--- src/rtl/noc_pkg.sv ---
// Shared NoC definitions: single-flit packet layout, node ID type, injector FSM
// encoding and the random-destination helper used by traffic sources.
package noc_pkg;
    localparam int DEST_HI = 31;
    localparam int DEST_LO = 26;
    localparam int PID_HI  = 15;
    localparam int PID_LO  = 6;
    localparam int SRC_HI  = 5;
    localparam int SRC_LO  = 0;

    typedef logic [5:0] node_id_t;

    typedef enum logic [1:0] {
        ST_IDLE,
        ST_LOAD,
        ST_REQ,
        ST_GAP
    } inj_state_e;

    // bits = {lfsr[4:3], lfsr[1:0]}; mask = dim-1. Self-hits are pushed to the next column.
    function automatic node_id_t rand_dest(input logic [3:0] bits, input node_id_t self,
                                           input logic [2:0] mask);
        logic [2:0] x;
        logic [2:0] y;
        x = {1'b0, bits[1:0]} & mask;
        y = {1'b0, bits[3:2]} & mask;
        if ({x, y} == self) x = (x + 3'd1) & mask;
        return {x, y};
    endfunction
endpackage

--- src/rtl/packet_injector_if.sv ---
// Local-port Req/Gnt/Full handshake between a traffic source and its router.
interface packet_injector_if #(
    parameter int dataWidth = 32
);
    logic [dataWidth-1:0] PacketOut;
    logic                 ReqDnStr;
    logic                 GntDnStr;
    logic                 DnStrFull;

    modport master (output PacketOut, output ReqDnStr, input GntDnStr, input DnStrFull);
    modport slave  (input PacketOut, input ReqDnStr, output GntDnStr, output DnStrFull);
endinterface

--- src/rtl/noc_lfsr16.sv ---
// 16-bit Galois LFSR, x^16+x^14+x^13+x^11+1, right-shifting; seed reloads on reset.
module noc_lfsr16 #(
    parameter logic [15:0] Seed = 16'hACE1
) (
    input  logic        clk,
    input  logic        reset,
    input  logic        i_adv,
    output logic [15:0] o_state
);
    logic [15:0] r_lfsr;

    always_ff @(posedge clk) begin
        if (reset)
            r_lfsr <= Seed;
        else if (i_adv)
            r_lfsr <= {1'b0, r_lfsr[15:1]} ^ (r_lfsr[0] ? 16'hB400 : 16'h0000);
    end

    assign o_state = r_lfsr;
endmodule

--- src/rtl/packet_injector.sv ---
// PE-side traffic source: forms single-flit packets and pushes them into the
// router local port, one every InjectGap+2 idle cycles at best.
module packet_injector
    import noc_pkg::*;
#(
    parameter logic [5:0]  ModuleID    = 6'b000_000,
    parameter int          dataWidth   = 32,
    parameter int          dim         = 4,
    parameter logic [5:0]  DestID      = 6'b000_000,
    parameter int          TrafficMode = 0,
    parameter int          InjectGap   = 4,
    parameter int          NumPackets  = 16,
    parameter logic [15:0] LfsrSeed    = 16'hACE1
) (
    input  logic                clk,
    input  logic                reset,
    input  logic                Enable,
    packet_injector_if.master   bus,
    output logic [15:0]         SentCount,
    output logic                Done
);
    localparam logic [2:0] DimMask = 3'(dim - 1);

    inj_state_e            r_state;
    inj_state_e            w_next;
    logic [dataWidth-1:0]  r_packet;
    logic [dataWidth-1:0]  w_pkt;
    logic [9:0]            r_pid;
    logic [15:0]           r_sent;
    logic                  r_done;
    logic [7:0]            r_gap;
    logic [15:0]           w_lfsr;
    logic [10:0]           w_lfsr_unused;
    node_id_t              w_dest;
    logic                  w_last;
    logic                  w_adv;
    logic                  w_grant;
    logic                  w_gap_end;

    noc_lfsr16 #(.Seed(LfsrSeed)) u_lfsr (
        .clk     (clk),
        .reset   (reset),
        .i_adv   (w_adv),
        .o_state (w_lfsr)
    );
    assign w_lfsr_unused = {w_lfsr[15:5], w_lfsr[2]};

    assign w_dest = (TrafficMode != 0)
                  ? rand_dest({w_lfsr[4:3], w_lfsr[1:0]}, ModuleID, DimMask)
                  : DestID;

    always_comb begin
        w_pkt                 = '0;
        w_pkt[DEST_HI:DEST_LO] = w_dest;
        w_pkt[PID_HI:PID_LO]   = r_pid;
        w_pkt[SRC_HI:SRC_LO]   = ModuleID;
    end

    assign w_last    = (NumPackets != 0) && (r_sent == 16'(NumPackets));
    assign w_gap_end = (r_state == ST_GAP) && (r_gap == 8'd0);

    always_ff @(posedge clk) begin
        if (reset) r_state <= ST_IDLE;
        else       r_state <= w_next;
    end

    always_comb begin
        w_next = r_state;
        case (r_state)
            ST_IDLE: if (Enable && !r_done) w_next = ST_LOAD;
            ST_LOAD: if (!bus.DnStrFull)    w_next = ST_REQ;
            // Full is ignored here: a raised request is only withdrawn by a grant.
            ST_REQ:  if (bus.GntDnStr)      w_next = ST_GAP;
            ST_GAP: begin
                if (r_gap == 8'd0) begin
                    if (w_last)      w_next = ST_IDLE;
                    else if (Enable) w_next = ST_LOAD;
                    else             w_next = ST_IDLE;
                end
            end
            default: w_next = ST_IDLE;
        endcase
    end

    always_comb begin
        bus.ReqDnStr = (r_state == ST_REQ);
        // LFSR steps once per packet, on the way out of LOAD.
        w_adv        = (r_state == ST_LOAD) && !bus.DnStrFull;
        w_grant      = (r_state == ST_REQ) && bus.GntDnStr;
    end

    always_ff @(posedge clk) begin
        if (reset) begin
            r_packet <= '0;
            r_pid    <= '0;
            r_sent   <= '0;
            r_done   <= 1'b0;
            r_gap    <= '0;
        end else begin
            if (r_state == ST_LOAD) r_packet <= w_pkt;
            if (w_grant) begin
                r_pid  <= r_pid + 10'd1;
                r_sent <= r_sent + 16'd1;
                r_gap  <= 8'(InjectGap);
            end else if (r_state == ST_GAP && r_gap != 8'd0) begin
                r_gap <= r_gap - 8'd1;
            end
            if (w_gap_end && w_last) r_done <= 1'b1;
        end
    end

    assign bus.PacketOut = r_packet;
    assign SentCount     = r_sent;
    assign Done          = r_done;
endmodule
--- src/flat_wrapper.sv ---
// flat-port wrapper written by rule: the top's interface ports become plain ports
module packet_injector_flat import noc_pkg::*;
#(
    parameter logic [5:0]  ModuleID    = 6'b000_000,
    parameter int          dataWidth   = 32,
    parameter int          dim         = 4,
    parameter logic [5:0]  DestID      = 6'b000_000,
    parameter int          TrafficMode = 0,
    parameter int          InjectGap   = 4,
    parameter int          NumPackets  = 16,
    parameter logic [15:0] LfsrSeed    = 16'hACE1
)
  (clk, reset, Enable, SentCount, Done, bus_PacketOut, bus_ReqDnStr, bus_GntDnStr, bus_DnStrFull);
  packet_injector_if #(.dataWidth(dataWidth)) bus_i ();
  input  logic clk;
  input  logic reset;
  input  logic Enable;
  output logic [15:0] SentCount;
  output logic Done;
  output wire logic [$bits(bus_i.PacketOut)-1:0] bus_PacketOut;
  output wire logic [$bits(bus_i.ReqDnStr)-1:0] bus_ReqDnStr;
  input wire logic [$bits(bus_i.GntDnStr)-1:0] bus_GntDnStr;
  input wire logic [$bits(bus_i.DnStrFull)-1:0] bus_DnStrFull;
  assign bus_PacketOut = bus_i.PacketOut;
  assign bus_ReqDnStr = bus_i.ReqDnStr;
  assign bus_i.GntDnStr = bus_GntDnStr;
  assign bus_i.DnStrFull = bus_DnStrFull;
  packet_injector #(.ModuleID(ModuleID), .dataWidth(dataWidth), .dim(dim), .DestID(DestID), .TrafficMode(TrafficMode), .InjectGap(InjectGap), .NumPackets(NumPackets), .LfsrSeed(LfsrSeed)) u_core (.clk(clk), .reset(reset), .Enable(Enable), .bus(bus_i), .SentCount(SentCount), .Done(Done));
endmodule
--- config.mk ---
export PLATFORM = sky130hd
export DESIGN_NAME = packet_injector_flat
export DESIGN_NICKNAME = d
export VERILOG_FILES = /design/src/rtl/noc_pkg.sv /design/src/rtl/packet_injector_if.sv /design/src/rtl/noc_lfsr16.sv /design/src/rtl/packet_injector.sv /design/src/flat_wrapper.sv
export SDC_FILE = /design/constraint.sdc
export NUM_CORES = 1
export LEC_CHECK = 0
export BUFFER_PORTS_ARGS = -buffer_cell sky130_fd_sc_hd__buf_2
export CAP_MARGIN = 20
export CORE_MARGIN = 2
export CORE_UTILIZATION = 42
export DETAILED_ROUTE_END_ITERATION = 6
export PLACE_DENSITY_LB_ADDON = 0.25
export RECOVER_POWER = 100
export SYNTH_ARGS = -nofsm -noshare
export SYNTH_HDL_FRONTEND = slang
export SYNTH_HIERARCHICAL = 1
export SYNTH_SLANG_ARGS = --single-unit
--- constraint.sdc ---
create_clock -name clk -period 2.18 [get_ports clk]
set_clock_uncertainty 0.15 [all_clocks]
set_input_delay 0.218 -clock clk [delete_from_list [all_inputs] [get_ports clk]]
set_output_delay 0.218 -clock clk [all_outputs]
set_load 0.02 [all_outputs]
**Word level (Yosys, flattened, before mapping)**

Index checks and enable logic that the tools add are counted.

- Output and inout port bits: 50
- Input port bits: 5
- Bits in registers: 47

- Reduce and logical (&&, ||, !) cells: 12
- Add/subtract/negate cells: 3
- Multiplexer cells: 9
- Equal/unequal tests: 8

Operator list:

| kind | number |
|---|---|
| 16-bit by 1-bit adder with 16-bit output, second input constant | 1 |
| 16-bit by 5-bit equality test with 1-bit output, second input constant | 1 |
| 10-bit by 1-bit adder with 10-bit output, second input constant | 1 |
| 2-bit two-way mux | 5 |
| 8-bit zero test | 1 |
| 2-bit one-hot mux with 4 select lines | 1 |
| 8-bit nonzero test | 1 |
| 8-bit by 1-bit subtractor with 8-bit output, second input constant | 1 |
| 3-bit two-way mux | 2 |
| 2-bit by 1-bit != test with 1-bit output, second input constant | 3 |
| 1-bit logical AND | 5 |
| 2-bit equality test, second input constant | 2 |
| 4-bit AND reduction | 1 |
| 2-bit by 1-bit equality test with 1-bit output, second input constant | 1 |
| 2-bit zero test | 1 |
| 2-bit != test, second input constant | 1 |
| 2-bit nonzero test | 1 |
| 2-bit OR reduction | 1 |
| 1-bit zero test | 1 |
| 1-bit two-way mux | 1 |

**Logic depth before layout (Yosys ltp)**

Gate-level depths: netlist of run 1.

- Depth in word-level cells: 4
- Depth in mapped cells: 7

**Worst setup path before layout of run 1**

OpenSTA, ideal clock, no wires.

- Path kind: register to register
- Start point: reg u_core.r_state[0]
- End point: reg u_core.r_pid[9]
- Stages on the path, launching flop included: 8
- Required time: 1960 ps
- Arrival time: 1884 ps
- Path slack: 75 ps
- Period minus slack after synthesis: 2105 ps
- Library setup time: 70 ps
- Cell sequence: dfxtp_1 > inv_1 > ha_1 > and2_1 > clkbuf_1 > nand2_1 > or4_1 > a21oi_1

- Cells in the longest elaborated chain, start to end: 2

Ends and longest elaborated chain:

| element | line | text |
|---|---|---|
| from (decl) | packet_injector.sv:24 | `inj_state_e r_state;` |
| from (signal assigned) | packet_injector.sv:64 | `else r_state <= w_next;` |
| 2-bit equality test | - |  |
| net bus_ReqDnStr | flat_wrapper.sv:21 | `output wire logic [$bits(bus_i.ReqDnStr)-1:0] bus_ReqDnStr;` |
| 1-bit logical AND | packet_injector.sv:89 | `w_grant = (r_state == ST_REQ) && bus.GntDnStr;` |
| to (signal assigned) | packet_injector.sv:102 | `r_pid <= r_pid + 10'd1;` |
| to (decl) | packet_injector.sv:28 | `logic [9:0] r_pid;` |

The timed path passes the listed nets, and every way through them passes these cells.
A chain may end at the register's enable or synchronous reset.

**Worst setup path in the final report of run 1**

- Start point: reg u_core.r_gap[3]
- End point: reg u_core.r_state[0]

- Cells in the longest elaborated chain, start to end: 3

Ends and longest elaborated chain:

| element | line | text |
|---|---|---|
| from (decl) | packet_injector.sv:31 | `logic [7:0] r_gap;` |
| from (signal assigned) | packet_injector.sv:104 | `r_gap <= 8'(InjectGap);` |
| from (signal assigned) | packet_injector.sv:106 | `r_gap <= r_gap - 8'd1;` |
| 8-bit zero test | packet_injector.sv:75 | `if (r_gap == 8'd0) begin` |
| 2-bit by 1-bit != test with 1-bit output (no source line) | - |  |
| 4-bit AND reduction (no source line) | - |  |

No other way between the ends.

==> results of run 1 <==
through the flow:
step / instances / power (µW) / hold slack, ns / setup slack [ns] / util
2_1_floorplan: 282 / 1310 / 0.236 / 0.0751 / -
3_3_place_gp: 359 / 1370 / 0.303 / 0.121 / 0.459
3_5_place_dp: 359 / 1370 / 0.307 / 0.0541 / 0.459
4_1_cts: 367 / 2130 / 0.0650 / 0.0373 / 0.484
5_1_grt: 367 / 2190 / 0.0730 / 0.0291 / 0.476
6_report: 367 / 2090 / 0.0753 / 0.125 / 0.476
power groups by stage:
stage / registers (µW) / logic (µW) / clock network, µW
finish: 929 / 418 / 744
floorplan: 945 / 363 / 0
global route: 933 / 462 / 795
detailed placement: 948 / 425 / 0
CTS: 927 / 428 / 771
global placement: 946 / 422 / 0
what timing repair did:
| action | 4_1_cts | 5_1_grt |
|---|---|---|
| gates resized for setup | 0 | 1 |
| endpoints found under the setup margin | 0 | 2 |
| buffers inserted | 0 | 0 |
cell usage after synthesis (2+ instances only):
cell type	instances
dfxtp_1	47
nor2_1	38
buf_4	22
xor2_1	19
nand2_1	12
a21oi_1	11
clkbuf_1	10
inv_1	10
mux2i_1	10
nand4_1	10
ha_1	9
o21ai_0	8
nand3_1	6
xnor2_1	6
and4_1	5
or3_1	4
and3_1	3
and2_1	2
nand2b_1	2
nor4_1	2
o211ai_1	2
or3_2	2
or4_1	2
cell families after synthesis:
kind of cell	Yosys count	share of synthesized area
other	1	0.00162
xor gates and xnor gates	25	0.0946
muxes	10	0.0433
and+or+nand+nor	96	0.217
DFF	47	0.407
adders and majority gates	9	0.0487
AOI/OAI and AO/OA	29	0.0800
buffers and inverters	44	0.108
sequential cells by signal, summed over array words and instances (netlist names):
name,count
u_core/Done,1
u_core/SentCount,16
u_core/bus.PacketOut,10
u_core/r_gap,8
u_core/r_pid,10
u_core/r_state,2
worst max path at each step:
stage,end,cells past startpoint,start
after detailed placement,u_core/r_state[0]$_SDFFE_PP0P_,6,u_core/r_gap[0]$_SDFFE_PP0P_
after global routing,u_core/r_state[0]$_SDFFE_PP0P_,4,u_core/r_gap[3]$_SDFFE_PP0P_
after floorplan,u_core/r_pid[9]$_SDFFE_PP0P_,7,u_core/r_state[0]$_SDFFE_PP0P_
after global placement,u_core/Done$_SDFFE_PP0P_,5,u_core/r_gap[0]$_SDFFE_PP0P_
after CTS,u_core/r_state[0]$_SDFFE_PP0P_,6,u_core/r_gap[0]$_SDFFE_PP0P_
final,u_core/r_state[0]$_SDFFE_PP0P_,4,u_core/r_gap[3]$_SDFFE_PP0P_
worst max-delay path: cells and delay by family (launching register included):
| kind | cells | cell delay [ns] |
|---|---|---|
| AND/OR/NAND/NOR | 1 | 0.65 |
| AO/OA/AOI/OAI | 3 | 0.81 |
| flip-flops | 1 | 0.35 |
metal layers:
metal  share of wire  up-vias
met5               0        -
met4           0.022        0
met3           0.038        9
met2            0.43       40
met1            0.51      834
li1                -      909
area by class of cell:
type	count	area share
multi-input combinational	191	0.468
inverter	10	0.0146
clock inverter	2	0.0233
timing repair buffer	39	0.0647
sequential	47	0.366
tap	72	0.0350
clock buffer	6	0.0282
==> impl_metrics.ini, run 1 <==
[global_routing]
gr-total-overflow = 0
use_met3 = 0.0356
antenna_found_initial = 0
top_usage_layer = met2
grt_pass1_wl_um = 7280
grtUsageMet2 = 0.226
grt_pass1_vias = 1614
use_met1 = 0.199
grt_max_degree = 22
track_usage = 0.147

[synthesis]
netlist.area_leader.share = 0.407
synth_enable_flop_cells = 0
ys_seq_area_frac = 0.407
ys_warn_count = 6
async_flop_share = 0
synthFlopType = dfxtp_1
yosysTopAreaCell = dfxtp_1
syn_inst = 261
ys_types = 42
synth-seq-cells = 47
syn_area_um2 = 2310
postSynthAreaPerCell_um2 = 8.86
synth_area_leaders = dfxtp_1, xor2_1, buf_4

[timing]
period_share = 0.943
period_minus_slack_ns = 2.06
fin_tns_setup_ns = 0
finalHoldViolCount = 0
slew_viol_final = 0
fmax_mhz = 487
tightest_slew_ns = 0.482
grt_setup_unrepaired = no
setup_viol = 0
slew-limit-headroom = 0.674

[cts]
cts_tree = yes
cts_root_buf = clkbuf_8
cts.htree.levels = 2
clock_latency_ns = 0.30
clockBufferDepth = 2
hold_buffers = 0
cts_made_buffers = 5
clkTransAtPathRegs_ns = 0.08
clock-sinks = 47

[cells_and_area]
regArea_um2 = 941
layout_common_cells = dfxtp_1, nor2_1, clkbuf_1, conb_1, xor2_1
multi_input_area_um2 = 1200
final_area_um2 = 2570
drive_gt1_frac = 0.0678
antennaDiodeCount = 0
final_common_cell = dfxtp_1
area_delta_synth_final_pct = 11.2
n_fill_cell = 548
fin_nets = 308

[power_and_ir_drop]
p_comb_frac = 0.200
ir_worst_vdd_mv = 0.482
internal-power_uw = 1510
p_leak_uw = 0.000967
switching_power_uw = 577
seqPwrFrac = 0.444
swShare = 0.276
powerDensity_nw_per_um2 = 813
pwr-share-clk = 0.356

[die]
ioPinCount = 55
coreArea_um2 = 5410
chipWidth_um = 78.2
initial_core_util = 0.428
die-area_um2 = 6120
die_h_um = 78.2
core.rowCount = 27

[drt]
routed_wl_um = 4290
firstDrtPassIters = 4
drt-vias-per-instance = 4.88
drc = 0
num_vias = 1792
avgRoutedWirePerCell_um = 11.7
drtAntennaViolNets = 0
drt_iter0_markers = 101

[critical_path]
worstPathMaxFanout = 7
rr_endpoint = u_core/r_state[0]$_SDFFE_PP0P_
r2r_slack_ns = 0.12
cp-end-kind = flip-flop
required_ns = 2.23
crit_chain = or4_1 > o21a_4 > o31a_1 > a311oi_1
path_class = reg -> reg
slowest_delay_ns = 0.65
reg2regPathDepth = 4
critPathSlowestCell = or4_1
reg2reg_from = u_core/r_gap[3]$_SDFFE_PP0P_
cp.arrival_ns = 2.11
start_kind = flip-flop

[placed_design]
port_buffers = 32
placed_area_um2 = 2480
gp_congestion = 0.785
dpl.hpwl_um = 3120

[hold_path]
hold_start = Enable
holdPathEnd = u_core/r_state[0]$_SDFFE_PP0P_
hp-class = in -> reg
whs_path_depth = 3

[run_status]
status = finished clean

[run]
drv_cap = 0
No activity file was read; power rests on OpenSTA's default activity.
==> run 2, diff against run 1 <==
--- a/config.mk
+++ b/config.mk
@@ -8,10 +8,9 @@
 export BUFFER_PORTS_ARGS = -buffer_cell sky130_fd_sc_hd__buf_2
 export CAP_MARGIN = 20
 export CORE_MARGIN = 2
-export CORE_UTILIZATION = 42
+export CORE_UTILIZATION = 48
 export DETAILED_ROUTE_END_ITERATION = 6
 export PLACE_DENSITY_LB_ADDON = 0.25
-export RECOVER_POWER = 100
 export SYNTH_ARGS = -nofsm -noshare
 export SYNTH_HDL_FRONTEND = slang
 export SYNTH_HIERARCHICAL = 1
==> run 2 against run 1 <==
First-iteration DRC count stayed put. Die area is 12% lower. Routed wire length is 0.40% lower. Hold slack better by 0.039 ns. Final area is 0.92% lower. Non-clock buffer count is 1 lower. Sequential power hardly changed. Largest cell class unchanged. Critical path depth is 2 higher. Sequential cell count stayed put. Critical path type unchanged.
==> impl_metrics.ini, run 2 (synthesis results as in run 1) <==
[cells_and_area]
layout_common_cells = dfxtp_1, nor2_1, buf_2, conb_1, xor2_1
drive_gt1_frac = 0.177
fin_cells = 348
fin_nets = 307
multi_input_area_um2 = 1210
regArea_um2 = 941
area_delta_synth_final_pct = 10.2
n_fill_cell = 441
final_common_cell = dfxtp_1
antennaDiodeCount = 0
largest_register_ffs = 16

[timing]
setup_slack_ns = 0.106
slew_viol_final = 0
fin_tns_setup_ns = 0
setup_viol = 0
finalHoldViolCount = 0
period_minus_slack_ns = 2.07
hold_ws_ns = 0.114
tightest_slew_ns = 0.570
period_share = 0.951
fmax_mhz = 482
slew-limit-headroom = 0.610
grt_setup_unrepaired = no

[critical_path]
reg2reg_from = u_core/r_gap[0]$_SDFFE_PP0P_
cp-endpoint = u_core/r_state[0]$_SDFFE_PP0P_
worstPathMaxFanout = 6
required_ns = 2.24
start_kind = flip-flop
cp.arrival_ns = 2.14
critPathLaunch = u_core/r_gap[0]$_SDFFE_PP0P_
reg2regPathDepth = 6
path_class = reg -> reg
rr_endpoint = u_core/r_state[0]$_SDFFE_PP0P_
r2r_slack_ns = 0.11
cp-end-kind = flip-flop

[placed_design]
gp_congestion = 0.790
port_buffers = 32
dpl.hpwl_um = 3090
place_inst = 340
dp_slack_ns = 0.119

[cts]
cts_tree = yes
cts_root_buf = clkbuf_8
clock_latency_ns = 0.30
clock-sinks = 47
post_cts.repair.setup_buffers = 0
cts_made_buffers = 5
cts.repair.resized = 0
hold_buffers = 0
cts.htree.levels = 2
clockBufferDepth = 2
clkTransAtPathRegs_ns = 0.09

[drt]
drt_iter0_markers = 101
drc = 0
avgRoutedWirePerCell_um = 12.3
routed_wl_um = 4270
firstDrtPassIters = 6
drt-vias-per-instance = 5.10
num_vias = 1774
drtAntennaViolNets = 0

[global_routing]
grt_max_degree = 23
track_usage = 0.172
grt_pass1_wl_um = 7300
grt_pass1_vias = 1578
gr-total-overflow = 0
antenna_found_initial = 0

[run]
drv_cap = 0

[die]
die_h_um = 73.4
chipWidth_um = 73.4
die-area_um2 = 5390
core.rowCount = 25
coreArea_um2 = 4690
initial_core_util = 0.493
ioPinCount = 55

[hold_path]
hp-class = in -> reg

[power_and_ir_drop]
pwr-share-clk = 0.277
internal-power_uw = 1290
p_comb_frac = 0.232
swShare = 0.316
ir_worst_vdd_mv = 0.469
p_leak_uw = 0.00108
seqPwrFrac = 0.491
powerDensity_nw_per_um2 = 741
power.total_uw = 1890
switching_power_uw = 597

[run_status]
status = finished clean
-- run 2: power by group through the flow --
stage	Clock (µW)	Sequential, µW	Combinational (µW)
after floorplan	0	945	363
after global placement	0	944	424
after detailed placement	0	947	420
after CTS	538	926	424
after global routing	573	936	487
final	523	927	438
-- run 2: layer usage --
metal / part of all wire / wire, µm / vias up / global-route usage
li1: - / - / 908 / -
met1: 0.51 / 2180 / 818 / 0.243
met2: 0.44 / 1870 / 43 / 0.253
met3: 0.041 / 175 / 5 / 0.0508
met4: 0.011 / 46 / 0 / 0.0545
met5: 0 / 0 / - / 0
-- run 2: worst min-delay path by stage --
stage | slack, ns | cells after the start | from | end
floorplan | 0.24 | 2 | Enable | u_core/r_state[0]$_SDFFE_PP0P_
global placement | 0.30 | 2 | u_core/Done$_SDFFE_PP0P_ | u_core/Done$_SDFFE_PP0P_
detailed placement | 0.32 | 2 | u_core/Done$_SDFFE_PP0P_ | u_core/Done$_SDFFE_PP0P_
CTS | 0.07 | 3 | Enable | u_core/r_state[0]$_SDFFE_PP0P_
global route | 0.1 | 3 | Enable | u_core/r_state[0]$_SDFFE_PP0P_
finish | 0.11 | 3 | Enable | u_core/r_state[0]$_SDFFE_PP0P_
-- run 2: layout make-up --
class	count	area share
flip-flops and latches	47	0.369
clock buffers	5	0.0270
repair buffers	38	0.0805
well taps	54	0.0265
clock inverters	3	0.00785
inverters	10	0.0147
multi-input cells	191	0.474
-- run 2: metrics by stage --
stage                     cell area, µm²  utilization
final                               2550        0.543
after global routing                2550        0.543
after CTS                           2540        0.542
after detailed placement            2450        0.523
after global placement              2450        0.523
after floorplan                     2390            -
-- run 2: worst max-delay path, stage by stage (launching register included) --
cell and delay, ns:
dfxtp_1 0.34, inv_1 0.08, ha_1 0.14, or3b_2 0.48, o21a_4 0.26, o31a_1 0.32
a311oi_2 0.23
==> run 3, diff against run 2 <==
--- a/config.mk
+++ b/config.mk
@@ -10,7 +10,7 @@
 export CORE_MARGIN = 2
 export CORE_UTILIZATION = 48
 export DETAILED_ROUTE_END_ITERATION = 6
-export PLACE_DENSITY_LB_ADDON = 0.25
+export PLACE_DENSITY = 0.82
 export SYNTH_ARGS = -nofsm -noshare
 export SYNTH_HDL_FRONTEND = slang
 export SYNTH_HIERARCHICAL = 1
==> run 3 against run 2 <==
Fmax rose by 1.0%. Combinational power about the same. Via count up 1.4%. Sequential share of layout area fell by 0.48 points. First-iteration DRC count fell by 25%. Utilization grew 0.72 points. Non-clock buffer count did not move. Clock power rose by 22%. Cell count unchanged. Critical path type unchanged.
==> impl_metrics.ini, run 3 (synthesis results as in run 1) <==
[cts]
cts.htree.levels = 2
cts_root_buf = clkbuf_8
clockBufferDepth = 2
cts_tree = yes
clock-sinks = 47
post_cts.repair.setup_buffers = 0
cts_made_buffers = 5
clock_latency_ns = 0.29
clkTransAtPathRegs_ns = 0.08

[critical_path]
cp-endpoint = u_core/r_state[0]$_SDFFE_PP0P_
start_kind = flip-flop
cp.arrival_ns = 2.10
reg2reg_from = u_core/r_gap[3]$_SDFFE_PP0P_
critPathSlowestCell = or4_1
cp-end-kind = flip-flop
r2r_slack_ns = 0.13
crit_chain = or4_1 > o21a_4 > o31a_1 > a311oi_1
critPathLaunch = u_core/r_gap[3]$_SDFFE_PP0P_
reg2regPathDepth = 4
rr_endpoint = u_core/r_state[0]$_SDFFE_PP0P_
path_class = reg -> reg
required_ns = 2.23
slowest_delay_ns = 0.66
worstPathMaxFanout = 7

[global_routing]
antenna_found_initial = 0
grt_pass1_vias = 1648
grt_max_degree = 22
gr-total-overflow = 0
grt_pass1_wl_um = 7250
top_usage_layer = met2
use_met1 = 0.218
track_usage = 0.171
use_met3 = 0.0521
grtUsageMet2 = 0.277

[power_and_ir_drop]
p_leak_uw = 0.00110
ir_worst_vdd_mv = 0.502
powerDensity_nw_per_um2 = 777

[cells_and_area]
fin_nets = 307
layout_common_cells = dfxtp_1, nor2_1, buf_2, conb_1, xor2_1
drive_gt1_frac = 0.180
area_delta_synth_final_pct = 11.6
final_common_cell = dfxtp_1
largest_register_ffs = 16
multi_input_area_um2 = 1210
n_fill_cell = 455
regArea_um2 = 941
antennaDiodeCount = 0
fin_cells = 348

[die]
chipWidth_um = 73.4
coreArea_um2 = 4690
die_h_um = 73.4
ioPinCount = 55
initial_core_util = 0.493
core.rowCount = 25
die-area_um2 = 5390

[drt]
drt-vias-per-instance = 5.17
avgRoutedWirePerCell_um = 12.4
drt_iter0_markers = 76
num_vias = 1799
routed_wl_um = 4310
drtAntennaViolNets = 0
drc = 0
firstDrtPassIters = 4

[timing]
period_minus_slack_ns = 2.05
hold_ws_ns = 0.0722
grt_setup_unrepaired = no
slew_viol_final = 0
period_share = 0.942
fin_tns_setup_ns = 0
finalHoldViolCount = 0
setup_viol = 0
fmax_mhz = 487

[run]
drv_cap = 0

[placed_design]
gp_congestion = 0.854
dpl.hpwl_um = 3180
place_inst = 340
port_buffers = 32

[hold_path]
hp-class = in -> reg
whs_path_depth = 3

[run_status]
status = finished clean
## run 3: routing by layer
metal / wire [µm] / vias to the layer above
met3: 213 / 4
li1: - / 908
met2: 2050 / 36
met1: 2000 / 851
met4: 40 / 0
met5: 0 / -
## run 3: area by class of cell
class / instances / area share
multi-input cells: 191 / 0.470
flip-flops and latches: 47 / 0.364
repair buffers: 38 / 0.0795
clock buffers: 6 / 0.0320
well taps: 54 / 0.0262
inverters: 10 / 0.0145
clock inverters: 2 / 0.0136
## run 3: worst min-delay path by stage
| stage | startpoint | end | slack, ns |
|---|---|---|---|
| 5_1_grt | Enable | u_core/r_state[0]$_SDFFE_PP0P_ | 0.09 |
| 3_5_place_dp | u_core/Done$_SDFFE_PP0P_ | u_core/Done$_SDFFE_PP0P_ | 0.32 |
| 4_1_cts | Enable | u_core/r_state[0]$_SDFFE_PP0P_ | 0.06 |
| 3_3_place_gp | u_core/Done$_SDFFE_PP0P_ | u_core/Done$_SDFFE_PP0P_ | 0.30 |
| 2_1_floorplan | Enable | u_core/r_state[0]$_SDFFE_PP0P_ | 0.24 |
| 6_report | Enable | u_core/r_state[0]$_SDFFE_PP0P_ | 0.07 |
## run 3: worst max-delay path, delay by kind of cell (launching register included)
kind	cells	cell delay (ns)
DFF	1	0.35
and+or+nand+nor	1	0.66
AOI/OAI and AO/OA	3	0.81
## run 3: where the power goes
| part | switching (µW) | internal, µW |
|---|---|---|
| sequential | 36.5 | 891 |
| combinational | 263 | 175 |
| clock | 270 | 371 |
## run 3: per-stage QoR
step	power (µW)	utilization	cell area, µm²	worst slack (ns)
floorplan	1310	-	2390	0.0751
global placement	1360	0.523	2450	0.130
detailed placement	1380	0.523	2450	0.0693
CTS	2020	0.548	2570	0.0478
global route	2110	0.550	2580	0.0560
finish	2010	0.550	2580	0.127
## run 3: what timing repair did
item,in CTS,in global routing
hold buffers,0,0
setup endpoints to repair,0,4
gates resized for setup,0,3
